## config.mk

```make
export PLATFORM = sky130hd
export DESIGN_NAME = game_controller
export DESIGN_NICKNAME = d
export VERILOG_FILES = /design/src/rtl/game_controller.sv
export SDC_FILE = /design/constraint.sdc
export NUM_CORES = 1
export LEC_CHECK = 0
export CAP_MARGIN = 20
export CELL_PAD_IN_SITES_DETAIL_PLACEMENT = 2
export CELL_PAD_IN_SITES_GLOBAL_PLACEMENT = 2
export CORE_ASPECT_RATIO = 1.2
export CORE_MARGIN = 2
export CORE_UTILIZATION = 32
export CTS_CLUSTER_DIAMETER = 50
export DETAILED_ROUTE_END_ITERATION = 7
export HOLD_SLACK_MARGIN = 0.03
export PLACE_DENSITY = 0.79
export SLEW_MARGIN = 10
export SYNTH_ARGS = -nofsm -noshare
export SYNTH_HDL_FRONTEND = slang
export SYNTH_SLANG_ARGS = --single-unit
```

## constraint.sdc

```tcl
create_clock -name clk -period 2.2 [get_ports clk]
set_input_delay 0.22 -clock clk [delete_from_list [all_inputs] [get_ports clk]]
set_output_delay 0.22 -clock clk [all_outputs]
set_load 0.005 [all_outputs]
```

## src/rtl/game_controller.sv

```systemverilog
// SkyHop game sequencer: owns the START/ARM/PLAY/AIR/OVER flow, drives the
// per-module enables, gates jump pulses and tracks landings for the background colour.
module game_controller #(
    parameter int START_DELAY_MS  = 500,
    parameter int JUMP_TIMEOUT_MS = 1000,
    parameter int END_HOLD_MS     = 2000,
    parameter int COLOR_PERIOD    = 10
) (
    input  logic       clk,
    input  logic       rst,
    input  logic       start_tick,
    input  logic       jump_left_in,
    input  logic       jump_right_in,
    input  logic       one_ms_tick,
    input  logic       landed,
    input  logic       fell,
    input  logic       time_elapsed,
    output logic       start_screen_en,
    output logic       blocks_en,
    output logic       time_bar_en,
    output logic       character_en,
    output logic       points_en,
    output logic       end_screen_en,
    output logic       jump_left_out,
    output logic       jump_right_out,
    output logic       time_bar_start,
    output logic       points_clr,
    output logic       bg_color_select,
    output logic [2:0] state
);

    // Handshake note: every input is a one-cycle pulse (time_elapsed is a level)
    // and is consumed in the cycle it is seen; there is no back-pressure.

    typedef enum logic [2:0] {
        ST_START = 3'd0,
        ST_ARM   = 3'd1,
        ST_PLAY  = 3'd2,
        ST_AIR   = 3'd3,
        ST_OVER  = 3'd4
    } state_t;

    localparam logic [15:0] DELAY_LIM   = 16'(START_DELAY_MS);
    localparam logic [15:0] TIMEOUT_LIM = 16'(JUMP_TIMEOUT_MS);
    localparam logic [15:0] HOLD_LIM    = 16'(END_HOLD_MS);
    localparam logic [7:0]  COLOR_LIM   = 8'(COLOR_PERIOD);

    state_t      cur_state;
    state_t      nxt_state;
    logic [15:0] ms_cnt;
    logic [7:0]  land_cnt;
    logic        nxt_jump_left;
    logic        nxt_jump_right;
    logic        nxt_time_bar_start;
    logic        nxt_points_clr;
    logic        land_event;

    // Enable pattern {start_screen, blocks, time_bar, character, points, end_screen}.
    function automatic logic [5:0] enables_for(input state_t s);
        case (s)
            ST_START: enables_for = 6'b100000;
            ST_ARM:   enables_for = 6'b010110;
            ST_PLAY:  enables_for = 6'b011110;
            ST_AIR:   enables_for = 6'b011110;
            ST_OVER:  enables_for = 6'b000011;
            default:  enables_for = 6'b100000;
        endcase
    endfunction

    always_comb begin
        nxt_state          = cur_state;
        nxt_jump_left      = 1'b0;
        nxt_jump_right     = 1'b0;
        nxt_time_bar_start = 1'b0;
        nxt_points_clr     = 1'b0;
        land_event         = 1'b0;
        case (cur_state)
            ST_START: begin
                if (start_tick) begin
                    nxt_state      = ST_ARM;
                    nxt_points_clr = 1'b1;
                end
            end
            ST_ARM: begin
                if (ms_cnt == DELAY_LIM) begin
                    nxt_state          = ST_PLAY;
                    nxt_time_bar_start = 1'b1;
                end
            end
            ST_PLAY: begin
                // An empty time bar beats a jump arriving in the same cycle.
                if (time_elapsed) begin
                    nxt_state = ST_OVER;
                end else if (jump_left_in ^ jump_right_in) begin
                    nxt_state      = ST_AIR;
                    nxt_jump_left  = jump_left_in;
                    nxt_jump_right = jump_right_in;
                end
            end
            ST_AIR: begin
                if (fell) begin
                    nxt_state = ST_OVER;
                end else if (landed) begin
                    nxt_state          = ST_PLAY;
                    nxt_time_bar_start = 1'b1;
                    land_event         = 1'b1;
                end else if (time_elapsed) begin
                    nxt_state = ST_OVER;
                end else if (ms_cnt == TIMEOUT_LIM) begin
                    nxt_state = ST_OVER;
                end
            end
            ST_OVER: begin
                if (start_tick && (ms_cnt >= HOLD_LIM)) begin
                    nxt_state = ST_START;
                end
            end
            default: nxt_state = ST_START;
        endcase
    end

    always_ff @(posedge clk or negedge rst) begin
        if (!rst) begin
            cur_state       <= ST_START;
            ms_cnt          <= 16'd0;
            land_cnt        <= 8'd0;
            bg_color_select <= 1'b0;
            jump_left_out   <= 1'b0;
            jump_right_out  <= 1'b0;
            time_bar_start  <= 1'b0;
            points_clr      <= 1'b0;
            {start_screen_en, blocks_en, time_bar_en,
             character_en, points_en, end_screen_en} <= 6'b100000;
        end else begin
            cur_state <= nxt_state;

            // A tick landing on a state change is dropped along with the old count.
            if (nxt_state != cur_state) begin
                ms_cnt <= 16'd0;
            end else if (one_ms_tick && (ms_cnt != 16'hFFFF)) begin
                ms_cnt <= ms_cnt + 16'd1;
            end

            if (cur_state == ST_ARM) begin
                land_cnt <= 8'd0;
            end else if (land_event) begin
                if ((land_cnt + 8'd1) >= COLOR_LIM) begin
                    land_cnt        <= 8'd0;
                    bg_color_select <= ~bg_color_select;
                end else begin
                    land_cnt <= land_cnt + 8'd1;
                end
            end

            jump_left_out  <= nxt_jump_left;
            jump_right_out <= nxt_jump_right;
            time_bar_start <= nxt_time_bar_start;
            points_clr     <= nxt_points_clr;
            {start_screen_en, blocks_en, time_bar_en,
             character_en, points_en, end_screen_en} <= enables_for(nxt_state);
        end
    end

    assign state = cur_state;

endmodule

```

# --- Yosys cells after proc, flatten, opt, wreduce, memory -nomap -nowiden ---
# Index checks and enable logic that the tools add are counted.
word_totals:
  word_cells: 69
  regBits: 38
classes:
  n_eq_ne: 12
  n_reduce_logical: 7
  n_addsub: 2
  n_lt_le_gt_ge: 2
  bitwise: 3
  mux: 29
op_table:
  columns: ["cell", "count"]
  rows:
  - ["16-bit 2-to-1 mux", 2]
  - ["3-bit 2-to-1 mux", 9]
  - ["8-bit 2-to-1 mux", 3]
  - ["6-bit case mux with 3 select lines", 1]
  - ["16-bit by 1-bit adder with 16-bit output (second input constant)", 1]
  - ["16-bit by 10-bit equality test with 1-bit output (second input constant)", 1]
  - ["16-bit by 9-bit equality test with 1-bit output (second input constant)", 1]
  - ["16-bit by 11-bit >= comparator with 1-bit output (second input constant)", 1]
  - ["16-bit inequality test (second input constant)", 1]
  - ["3-bit case mux with 5 select lines", 1]
  - ["3-bit by 2-bit equality test with 1-bit output (second input constant)", 4]
  - ["1-bit 2-to-1 mux", 12]
  - ["8-bit by 1-bit adder with 8-bit output (second input constant)", 1]
  - ["8-bit by 4-bit >= comparator with 1-bit output (second input constant)", 1]
  - ["3-bit by 1-bit equality test with 1-bit output (second input constant)", 2]
  - ["3-bit equality test (second input constant)", 2]
  - ["2-bit nonzero test", 2]
  - ["3-bit logical NOT", 1]
  - ["3-bit inequality test", 1]
  - ["3-bit AND reduction", 1]
  - ["1-bit logical AND", 2]
  - ["1-bit NOT", 2]
  - ["1-bit case mux with 2 select lines", 1]
  - ["2-bit OR reduction", 1]
  - ["1-bit XOR", 1]

# --- Longest topological paths before layout ---
logic_depth:
  word_depth: 9
  ltp_mapped: 8
  mapped_depth_nobuf: 7

# --- Worst setup path after synthesis ---
# OpenSTA, ideal clock, no wires.
synth_path:
  path_kind: "reg2reg"
  startpoint: "register ms_cnt[0]"
  endpoint: "register ms_cnt[10]"
  setup_ns: 0.119
  arrival_time_ns: 2.038
  stages_incl_launch_ff: 9
  path_slack_ns: 0.043
  path_cell_list: "dfrtp_1 -> inv_1 -> ha_1 -> or4b_4 -> nor4_4 -> nor3_1 -> o2111ai_4 -> buf_8 -> nor2_2"
synth_via:
  elab_chain_len: 8
  word_cells_on_any_way: 18
synth_lines:
  columns: ["item", "line", "rtl"]
  rows:
  - ["from (decl)", "50", "logic [15:0] ms_cnt;"]
  - ["from (signal assigned)", "141", "ms_cnt <= ms_cnt + 16'd1;"]
  - ["parallel branches: the longest is 8 deep, another holds 16-bit by 11-bit >= comparator with 1-bit output", null, null]
# Several ways; the timed one is not identified. The select of a mux whose other input is x is not followed.
# A chain may end at the register's enable or synchronous reset.

# --- Worst setup path in the final report ---
layout_path:
  startpoint: "register ms_cnt[0]"
  endpoint: "register ms_cnt[8]"
# Same word-level chain as after synthesis.

==> impl_metrics.env <==
export IMPL_status="finished with violations"
export IMPL_violations="setup timing"
export IMPL_nFillCells=697
export IMPL_synth_ff_type="dfrtp_1"
export IMPL_min_path_type="input port to asynchronous set/reset pin"
export IMPL_synth_seq_cells=37
export IMPL_fin_crit_sh=1.01
export IMPL_grt_max_degree=38
export IMPL_start_util=0.335
export IMPL_p_total_mw=2.27
export IMPL_wl_per_cell_um=18.4
export IMPL_drcViolationCount=0
export IMPL_cts_max_level=2
export IMPL_diodes=0
export IMPL_startpoint_type="register"
export IMPL_dp_cells=332
export IMPL_clock_skew_ps=4.32
export IMPL_yosys_warnings=0
export IMPL_seq_power_share=0.375
export IMPL_nets=280
export IMPL_hold_viol=0
export IMPL_fp_dieW_um=77.1
export IMPL_power_frac_comb=0.317
export IMPL_setup_viol=7
export IMPL_rsz0062_at_grt="yes"
export IMPL_cp_slowest_cell="or4b_4"
export IMPL_fin_hold_ws_ps=30.8
export IMPL_synthToLayoutAreaGrowth_pct=34.8
export IMPL_syn_avg_cell_area_um2=9.87
export IMPL_synthArstFlopShare=1.00
export IMPL_cts_tree="done"
export IMPL_worst_path_buf_inv=3
export IMPL_drt_iter0_markers=34
export IMPL_cts_reportedPaths_clkPinSlew_ps=80
export IMPL_core_um2=6130
export IMPL_synth_area_leader_cell="dfrtp_1"
export IMPL_final_core_utilization=0.451
export IMPL_seq_area_frac_synth=0.452
export IMPL_row_count=31
export IMPL_path_class="register to register"
export IMPL_synthesis_area_um2=2050
export IMPL_grt_pass1_vias=2082
export IMPL_maxCapViolCount=0
export IMPL_arrival_ps=2390
export IMPL_worstPathRequired_ps=2380
export IMPL_cts_sinks=37
export IMPL_p_leak_nw=1.24
export IMPL_synth_cell_types=46
export IMPL_layout_commonest_cell="dfrtp_1"
export IMPL_synth_top_area_frac=0.439
export IMPL_pin_count=23
export IMPL_pwr_share_clk=0.308
export IMPL_synth_area_top_cells="dfrtp_1, and3_1, ha_1"
export IMPL_overflow=0
export IMPL_track_usage=0.191
export IMPL_end_kind="register"
export IMPL_die_area_um2=7070
export IMPL_final_area_um2=2770
export IMPL_switching_share=0.300
export IMPL_dp_hpwl_um=4610
export IMPL_drtAntennaViolNets=0
export IMPL_clock_path_buffers=2
export IMPL_period_needed_ps=2210
export IMPL_slew_headroom=0.435
export IMPL_cts_hold_buf=0
export IMPL_crit_chain="inv_2 -> ha_1 -> or4b_4 -> nor4_4 -> buf_4 -> o221ai_2 -> o2111ai_4 -> buf_12 -> nor2_2"
export IMPL_synth_edf_count=0
export IMPL_p_sw_mw=0.681
export IMPL_gp_congestion=0.771
export IMPL_critPathMaxStageDelay_ps=500
export IMPL_antenna_found_initial=0
export IMPL_instances_no_fill=348
export IMPL_io_buffer_count=22
export IMPL_dp_slack_ps=-112
export IMPL_wl_um=6410
export IMPL_cellPowerDensity_nw_per_um2=821
export IMPL_grt_pass1_wl_um=10600
export IMPL_final_cell_mix="dfrtp_1, buf_4, clkdlybuf4s50_1"
export IMPL_placed_area_um2=2540
export IMPL_tns_ps=-24.8
export IMPL_critPathMaxFanout=10
export IMPL_fmax_mhz=452
export IMPL_worst_slew_pin_slew_ps=847
export IMPL_dieHeight_um=91.7
export IMPL_vias=1837
export IMPL_drive_gt1_frac=0.252
export IMPL_netlist_instances=208
export IMPL_finalMaxSlewViolations=0
export IMPL_syn_num_nets=223
export IMPL_numCtsBuffers=5
export IMPL_path_delay_family="simple AND/OR/NAND/NOR gates"
export IMPL_clk_latency_ps=290
export IMPL_drt_vias_per_instance=5.28
export IMPL_dr_pass1_iters=4
export IMPL_worst_slack_ps=-13.8
export IMPL_vdd_drop_max_mv=0.375
export IMPL_p_int_mw=1.59
export IMPL_root_buffer="clkbuf_8"
## power by group through the flow
stage          Clock (mW)  Sequential [mW]  Combinational (mW)
3_3_place_gp            0            0.856               0.616
6_report            0.700            0.851               0.720
5_1_grt             0.744            0.870               0.806
3_5_place_dp            0            0.861               0.641
2_1_floorplan           0            0.857               0.316
4_1_cts             0.719            0.849               0.654
## state kept, by name (all words and copies together) (netlist names)
register         count
time_bar_en          1
points_en            1
jump_left_out        1
time_bar_start       1
start_screen_en      1
jump_right_out       1
land_cnt             8
blocks_en            1
points_clr           1
end_screen_en        1
state                3
ms_cnt              16
bg_color_select      1
## per-layer routing
layer,global-route usage,share of wire
met1,0.194,0.35
met2,0.385,0.59
met3,0.0276,0.020
met4,0.0744,0.036
met5,0,0
## final cells by class
cell class	instances	area, um2	share of cell area
multi-input cells	154	1070	0.385
flip-flops and latches	37	928	0.336
repair buffers	56	494	0.179
well taps	82	103	0.0371
clock buffers	5	68.8	0.0249
clock inverters	3	65.1	0.0235
inverters	11	41.3	0.0149
## path summary, 6_finish.rpt
kind / from / to / slack (ps) / cells past startpoint
min reg2reg: bg_color_select / bg_color_select / 480 / 1
min: rst / land_cnt[1] / 30 / 1
max reg2reg: ms_cnt[0] / ms_cnt[8] / -10 / 9
min in group clk: bg_color_select / bg_color_select / 480 / 1
max in group asynchronous: rst / ms_cnt[8] / 1580 / 1
max: ms_cnt[0] / ms_cnt[8] / -10 / 9
## Yosys cell counts (3+ instances only)
cell / number
and3_1: 12
nor3_1: 7
o211ai_1: 4
nor4_1: 3
nand3b_1: 3
clkbuf_1: 4
xor2_1: 7
nor2_1: 14
nor2_2: 10
a21oi_1: 6
nand3_1: 13
nand2_1: 13
nor2b_1: 3
nand4_1: 10
inv_1: 11
dfrtp_1: 36
o21ai_0: 5
xnor2_1: 6
ha_1: 6
## cell families after synthesis
family,after synthesis,synth area share
flip-flops,37,0.452
adder cells (fa/ha/maj),6,0.0366
AND/OR/NAND/NOR,103,0.301
XOR/XNOR,13,0.0555
multiplexers,2,0.00976
buffers and inverters,17,0.0384
AO/OA/AOI/OAI,30,0.107
## what timing repair did
action / 4_1_cts / 5_1_grt
pin swaps: 3 / 1
cloned: 0 / 0
endpoints found under the setup margin: 14 / 17
gates resized for setup: 2 / 8
setup buffers: 2 / 6
Note: power is estimated with default switching activity, not from simulation.
